--- src/rtl/pulse_window_capture.sv ---
// -----------------------------------------------------------------------------
// pulse_window_capture
//
// Captures pulse windows from an ADC stream. A window is the run of cycles where
// the registered low-threshold flag (vgl) is high. For each window the block
// tracks its length, its signed peak sample, and whether the high-threshold
// flag (vgh) was ever seen. Windows of acceptable length that never crossed the
// high threshold become event words. These words are queued in a small FIFO and
// streamed out over AXI4-Stream.
//
// Ports
//   adc_clk        : clock, all logic on the rising edge
//   rst            : synchronous reset, active low
//   adc_dat_a      : raw ADC word, [ADC_WIDTH-1:0] is the signed sample
//   vgl / vgh      : registered threshold flags, one cycle behind adc_dat_a
//   enable         : arms capture, only looked at while idle
//   m_axis_tdata   : event word {2'b00, len[15:0], peak[ADC_WIDTH-1:0]}
//   m_axis_tvalid  : FIFO holds at least one event
//   m_axis_tready  : downstream accepts the current word
//   event_cnt      : events written to the FIFO (wraps)
//   drop_cnt       : events lost to a full FIFO (saturating)
//   reject_cnt     : windows rejected for length or vgh (saturating)
// -----------------------------------------------------------------------------
module pulse_window_capture #(
  parameter int ADC_WIDTH        = 14,
  parameter int AXIS_TDATA_WIDTH = 32,
  parameter int MIN_LEN          = 2,
  parameter int MAX_LEN          = 1024,
  parameter int FIFO_DEPTH       = 4
) (
  input  logic                        adc_clk,
  input  logic                        rst,
  input  logic [AXIS_TDATA_WIDTH-1:0] adc_dat_a,
  input  logic                        vgl,
  input  logic                        vgh,
  input  logic                        enable,
  output logic [AXIS_TDATA_WIDTH-1:0] m_axis_tdata,
  output logic                        m_axis_tvalid,
  input  logic                        m_axis_tready,
  output logic [31:0]                 event_cnt,
  output logic [15:0]                 drop_cnt,
  output logic [15:0]                 reject_cnt
);

  localparam int PTR_W = $clog2(FIFO_DEPTH);
  localparam int CNT_W = $clog2(FIFO_DEPTH) + 1;

  localparam logic [15:0]      MIN_LEN_W = 16'(MIN_LEN);
  localparam logic [15:0]      MAX_LEN_W = 16'(MAX_LEN);
  localparam logic [CNT_W-1:0] DEPTH_W   = CNT_W'(FIFO_DEPTH);
  localparam logic [CNT_W-1:0] CNT_ONE   = CNT_W'(1);
  localparam logic [PTR_W-1:0] PTR_ONE   = PTR_W'(1);

  typedef enum logic [1:0] {
    ST_IDLE   = 2'd0,
    ST_ACTIVE = 2'd1,
    ST_REJECT = 2'd2
  } state_t;

  // Saturating 16-bit increment used by the drop and reject counters.
  function automatic logic [15:0] sat_inc16(input logic [15:0] v, input logic inc);
    if (inc && (v != 16'hFFFF)) begin
      return v + 16'd1;
    end else begin
      return v;
    end
  endfunction

  // Packs length and peak into the outgoing event word; unused top bits stay 0.
  function automatic logic [AXIS_TDATA_WIDTH-1:0] pack_event(
    input logic [15:0]          len,
    input logic [ADC_WIDTH-1:0] peak
  );
    logic [AXIS_TDATA_WIDTH-1:0] w;
    w                  = '0;
    w[ADC_WIDTH-1:0]   = peak;
    w[ADC_WIDTH +: 16] = len;
    return w;
  endfunction

  // Window tracking state
  state_t                       state_q, state_d;
  logic signed [ADC_WIDTH-1:0]  sample_q, sample_d;
  logic [15:0]                  len_q, len_d;
  logic signed [ADC_WIDTH-1:0]  peak_q, peak_d;
  logic                         hi_seen_q, hi_seen_d;
  logic                         push_q, push_d;
  logic [AXIS_TDATA_WIDTH-1:0]  event_word_q, event_word_d;

  // Event FIFO
  logic [AXIS_TDATA_WIDTH-1:0]  mem_q [FIFO_DEPTH];
  logic [AXIS_TDATA_WIDTH-1:0]  mem_d [FIFO_DEPTH];
  logic [PTR_W-1:0]             wr_ptr_q, wr_ptr_d;
  logic [PTR_W-1:0]             rd_ptr_q, rd_ptr_d;
  logic [CNT_W-1:0]             count_q, count_d;
  logic                         m_axis_tvalid_q, m_axis_tvalid_d;
  logic [AXIS_TDATA_WIDTH-1:0]  m_axis_tdata_q, m_axis_tdata_d;

  // Counters
  logic [31:0]                  event_cnt_q, event_cnt_d;
  logic [15:0]                  drop_cnt_q, drop_cnt_d;
  logic [15:0]                  reject_cnt_q, reject_cnt_d;

  logic                         reject_inc_s;
  logic                         window_ok_s;
  logic                         pop_s;
  logic                         push_ok_s;
  logic                         unused_upper_s;

  // Only the low ADC_WIDTH bits of the raw word carry the sample.
  assign unused_upper_s = &{1'b0, adc_dat_a[AXIS_TDATA_WIDTH-1:ADC_WIDTH]};

  // A finished window is kept only if its length is in range and vgh never fired.
  assign window_ok_s = (len_q >= MIN_LEN_W) && (len_q <= MAX_LEN_W) && !hi_seen_q;

  // Window state machine: next state, length, peak and event word.
  always_comb begin
    sample_d     = adc_dat_a[ADC_WIDTH-1:0];
    state_d      = state_q;
    len_d        = len_q;
    peak_d       = peak_q;
    hi_seen_d    = hi_seen_q;
    push_d       = 1'b0;
    event_word_d = event_word_q;
    reject_inc_s = 1'b0;

    case (state_q)
      ST_IDLE: begin
        if (enable && vgl) begin
          state_d   = ST_ACTIVE;
          len_d     = 16'd1;
          peak_d    = sample_q;
          hi_seen_d = vgh;
        end else begin
          state_d = ST_IDLE;
        end
      end

      ST_ACTIVE: begin
        if (vgl) begin
          // One more cycle would push the length past MAX_LEN: give up on this window.
          if (len_q >= MAX_LEN_W) begin
            state_d      = ST_REJECT;
            reject_inc_s = 1'b1;
          end else begin
            len_d     = len_q + 16'd1;
            hi_seen_d = hi_seen_q | vgh;
            if (sample_q > peak_q) begin
              peak_d = sample_q;
            end else begin
              peak_d = peak_q;
            end
          end
        end else begin
          state_d = ST_IDLE;
          if (window_ok_s) begin
            push_d       = 1'b1;
            event_word_d = pack_event(len_q, peak_q);
          end else begin
            reject_inc_s = 1'b1;
          end
        end
      end

      ST_REJECT: begin
        if (!vgl) begin
          state_d = ST_IDLE;
        end else begin
          state_d = ST_REJECT;
        end
      end

      default: begin
        state_d = ST_IDLE;
      end
    endcase
  end

  // FIFO bookkeeping: a pending event gets in when there is room or a pop frees a slot.
  always_comb begin
    pop_s     = m_axis_tvalid_q & m_axis_tready;
    push_ok_s = push_q & ((count_q < DEPTH_W) | pop_s);

    mem_d    = mem_q;
    wr_ptr_d = wr_ptr_q;
    rd_ptr_d = rd_ptr_q;

    // When full, wr_ptr equals rd_ptr, so a simultaneous push reuses the popped slot,
    // which becomes the youngest entry once rd_ptr advances.
    if (push_ok_s) begin
      mem_d[wr_ptr_q] = event_word_q;
      wr_ptr_d        = wr_ptr_q + PTR_ONE;
    end else begin
      wr_ptr_d = wr_ptr_q;
    end

    if (pop_s) begin
      rd_ptr_d = rd_ptr_q + PTR_ONE;
    end else begin
      rd_ptr_d = rd_ptr_q;
    end

    case ({push_ok_s, pop_s})
      2'b10:   count_d = count_q + CNT_ONE;
      2'b01:   count_d = count_q - CNT_ONE;
      default: count_d = count_q;
    endcase

    // Outputs are registered from the post-update FIFO state.
    m_axis_tvalid_d = (count_d != '0);
    if (count_d != '0) begin
      m_axis_tdata_d = mem_d[rd_ptr_d];
    end else begin
      m_axis_tdata_d = '0;
    end

    if (push_ok_s) begin
      event_cnt_d = event_cnt_q + 32'd1;
    end else begin
      event_cnt_d = event_cnt_q;
    end
    drop_cnt_d   = sat_inc16(drop_cnt_q, push_q & ~push_ok_s);
    reject_cnt_d = sat_inc16(reject_cnt_q, reject_inc_s);
  end

  // All state registers; synchronous active-low reset discards everything pending.
  always_ff @(posedge adc_clk) begin
    if (!rst) begin
      state_q         <= ST_IDLE;
      sample_q        <= '0;
      len_q           <= 16'd0;
      peak_q          <= '0;
      hi_seen_q       <= 1'b0;
      push_q          <= 1'b0;
      event_word_q    <= '0;
      mem_q           <= '{default: '0};
      wr_ptr_q        <= '0;
      rd_ptr_q        <= '0;
      count_q         <= '0;
      m_axis_tvalid_q <= 1'b0;
      m_axis_tdata_q  <= '0;
      event_cnt_q     <= 32'd0;
      drop_cnt_q      <= 16'd0;
      reject_cnt_q    <= 16'd0;
    end else begin
      state_q         <= state_d;
      sample_q        <= sample_d;
      len_q           <= len_d;
      peak_q          <= peak_d;
      hi_seen_q       <= hi_seen_d;
      push_q          <= push_d;
      event_word_q    <= event_word_d;
      mem_q           <= mem_d;
      wr_ptr_q        <= wr_ptr_d;
      rd_ptr_q        <= rd_ptr_d;
      count_q         <= count_d;
      m_axis_tvalid_q <= m_axis_tvalid_d;
      m_axis_tdata_q  <= m_axis_tdata_d;
      event_cnt_q     <= event_cnt_d;
      drop_cnt_q      <= drop_cnt_d;
      reject_cnt_q    <= reject_cnt_d;
    end
  end

  assign m_axis_tvalid = m_axis_tvalid_q;
  assign m_axis_tdata  = m_axis_tdata_q;
  assign event_cnt     = event_cnt_q;
  assign drop_cnt      = drop_cnt_q;
  assign reject_cnt    = reject_cnt_q;

endmodule

--- config.mk ---
export PLATFORM = sky130hd
export DESIGN_NAME = pulse_window_capture
export DESIGN_NICKNAME = d
export VERILOG_FILES = /design/src/rtl/pulse_window_capture.sv
export SDC_FILE = /design/constraint.sdc
export NUM_CORES = 1
export LEC_CHECK = 0
export BUFFER_PORTS_ARGS = -buffer_cell sky130_fd_sc_hd__clkbuf_2
export CELL_PAD_IN_SITES_DETAIL_PLACEMENT = 0
export CELL_PAD_IN_SITES_GLOBAL_PLACEMENT = 1
export CORE_UTILIZATION = 40
export CTS_CLUSTER_DIAMETER = 50
export DETAILED_ROUTE_END_ITERATION = 10
export PLACE_DENSITY = 0.79
export SLEW_MARGIN = 25
export SYNTH_ARGS = -nofsm -noshare
export SYNTH_HDL_FRONTEND = slang
export SYNTH_SLANG_ARGS = --single-unit
export TNS_END_PERCENT = 1
--- constraint.sdc ---
create_clock -name adc_clk -period 3 [get_ports adc_clk]
set_input_delay 0.15 -clock adc_clk [delete_from_list [all_inputs] [get_ports adc_clk]]
set_output_delay 0.15 -clock adc_clk [all_outputs]
set_load 0.1 [all_outputs]
==> flow_summary.ini <==
[run_status]
status = complete, no violations

[global_route]
grt_pass1_wl_um = 54500
grt_usage = 0.201
grt.overflow.total = 0
grt_pass1_vias = 10500
antenna_found_initial = 0
grt_max_degree = 120

[cells_and_area]
layout.nets = 1763
area_delta_synth_final_pct = 19.3
drive_above_1_share = 0.133
fillers = 3074
mostFrequentLayoutCells = nand2_1 (316), dfxtp_1 (309), a21oi_1 (189)
diodes = 0
layout_commonest_cell = nand2_1
fin_cells = 2128

[logic_synthesis]
synth-edff-count = 0
synth-seq-cells = 310
synth_area_um2 = 12900
avgSynthCellArea_um2 = 8.15
ys_seq_area_frac = 0.479
synth.distinct_cells = 55
syn_inst = 1588
yosys_warnings = 0
synth_ff_type = dfxtp_1
async_flop_share = 0
synth_fp_nets = 1654

[timing]
tightest_slew_ns = 0.814
slew_viol_final = 0
min_period_ns = 2.72
finalHoldViolations = 0
rsz0062_at_grt = false
tns_ns = 0
fin_skew_ns = 0.0154
maxSlewHeadroom = 0.458
setup_violations = 0
fin_crit_sh = 0.906
fmaxAchievable_mhz = 368
hold_slack_ns = 0.0368

[worst_setup_path]
slowest_delay_ns = 0.59
crit_fanout = 9
path_class = reg2reg
crit_path_start_kind = register
path_cells = or4_1, nor3_1, nand2_1, o31a_1, a311oi_2, buf_4, mux2i_1
critPathRequiredTime_ns = 3.45
endpoint_kind = register
arrival_ns = 3.16
cpMaxStageDelayCell = or4_1

[power]
power_uw = 8980
peakVddDrop_mv = 0.326
power_density_nw_per_um2 = 581
leakagePower_uw = 0.00606

[cts]
clock-sinks = 310
path_clk_slew_ns = 0.06
htree_levels = 2
cts_buffers = 38
clk_latency_ns = 0.52
cts_max_path_buffers = 3
cts-root-buf = clkbuf_16
cts_tree = built

[die]
die_w_um = 182
rows = 65
die_height_um = 182
io_pins = 135
initial_core_util = 0.408
fp.dieArea_um2 = 33100
core_area_um2 = 31700

[route]
drt.antenna.violating_nets = 0
wire_per_inst_um = 15.7
drt_iter0_markers = 673
drc = 0
routed_wirelength_um = 33300
vias_per_cell = 5.17
via_count = 11000
drt-pass1-iter-count = 5

[flow_run]
drv_cap = 0

[worst_hold_path]
hold_class = in2reg

[placed_design]
port-buffer-count = 116
dp_hpwl_um = 20300
dp_cells = 2043
place_congestion = 0.826
-- state kept, by name (all words and copies together), names as in the netlist, 3 cells and up --
signal	cells
sample_q	14
drop_cnt	16
peak_q	14
mem_q	128
event_word_q	30
event_cnt	32
reject_cnt	16
count_q	3
len_q	16
m_axis_tdata	32
-- through the flow --
| step | instance area (µm²) | setup slack (ns) | util |
|---|---|---|---|
| after floorplan | 13000 | -0.0588 | - |
| after global placement | 14000 | 0.321 | 0.442 |
| after detailed placement | 14000 | 0.275 | 0.442 |
| after CTS | 15500 | 0.261 | 0.487 |
| after global routing | 15500 | 0.0807 | 0.487 |
| final | 15500 | 0.282 | 0.487 |
-- layer usage --
metal,track usage,share of wire,vias to the layer above
li1,-,-,5610
met1,0.271,0.48,5102
met2,0.333,0.45,234
met3,0.0307,0.049,53
met4,0.0588,0.021,0
met5,0,0,-
-- kinds of logic (layout without fill, tap and decap cells) --
| logic type | after synthesis | in the layout | share of synthesized area |
|---|---|---|---|
| DFF | 310 | 310 | 0.479 |
| adders and majority gates | 28 | 28 | 0.0276 |
| muxes | 27 | 27 | 0.0209 |
| AOI/OAI and AO/OA | 357 | 357 | 0.164 |
| xor gates and xnor gates | 62 | 62 | 0.0419 |
| and+or+nand+nor | 636 | 636 | 0.217 |
| buffers and inverters | 168 | 306 | 0.0491 |
-- power by group --
group | switching, µW | internal, µW | total, µW
Combinational | 147 | 84.5 | 232
Clock | 1810 | 2790 | 4590
Sequential | 13.6 | 4140 | 4150
Total | 1970 | 7010 | 8980
-- cell type report --
cell class | instances | area, µm² | share of cell area
sequential | 310 | 6210 | 0.402
clock buffer | 50 | 1070 | 0.0691
tap | 402 | 503 | 0.0325
multi-input combinational | 1110 | 6140 | 0.397
timing repair buffer | 166 | 1060 | 0.0685
clock inverter | 19 | 203 | 0.0131
inverter | 71 | 272 | 0.0176
-- Yosys cell counts, types with 2 or more instances --
cell,instances,area share
o211a_1,32,0.025
o211ai_1,2,0.0012
dfxtp_1,310,0.48
inv_1,70,0.020
nor2b_1,4,0.0019
mux2i_1,27,0.021
o22ai_1,60,0.029
nand3_1,36,0.014
buf_2,4,0.0015
nand4_1,20,0.0097
and3_1,27,0.013
o21a_1,2,0.0012
o21ai_0,48,0.019
nand2_1,316,0.092
xor2_1,23,0.016
nor4_1,15,0.0072
nor3_1,10,0.0039
or2_2,3,0.0014
or3_1,13,0.0063
clkbuf_1,93,0.027
nor2_1,151,0.044
or4_1,3,0.0017
nand2b_1,3,0.0014
a21o_1,4,0.0023
a21oi_1,190,0.073
and4_1,7,0.0047
a31oi_1,2,0.00097
and2_1,21,0.010
xnor2_1,39,0.026
ha_1,27,0.026
o41ai_1,2,0.0014
-- worst max-delay path: cells and delay by family (launching register included) --
family,cells,cell delay (ns)
DFF,1,0.32
muxes,1,0.20
buffers and inverters,1,0.34
AOI/OAI and AO/OA,2,0.90
and+or+nand+nor,3,0.89
-- path summary, 6_finish.rpt --
path | start | to | slack [ns] | cells after the start
worst min-delay path | rst | state_q[1]$_SDFFE_PN0P_ | 0.04 | 3
worst max-delay path | len_q[11]$_SDFFE_PN0P_ | peak_q[6]$_SDFFE_PN0P_ | 0.28 | 7
worst max register to register | len_q[11]$_SDFFE_PN0P_ | peak_q[6]$_SDFFE_PN0P_ | 0.28 | 7
worst min register to register | mem_q[102]$_SDFF_PN0_ | mem_q[102]$_SDFF_PN0_ | 0.45 | 2
-- timing repair --
action | 4_1_cts | 5_1_grt
gates resized for setup | 0 | 0
hold endpoints to repair | 17 | 0
buffers inserted | 0 | 0
hold buffers | 16 | 0
(Power assumes the default switching activity.)
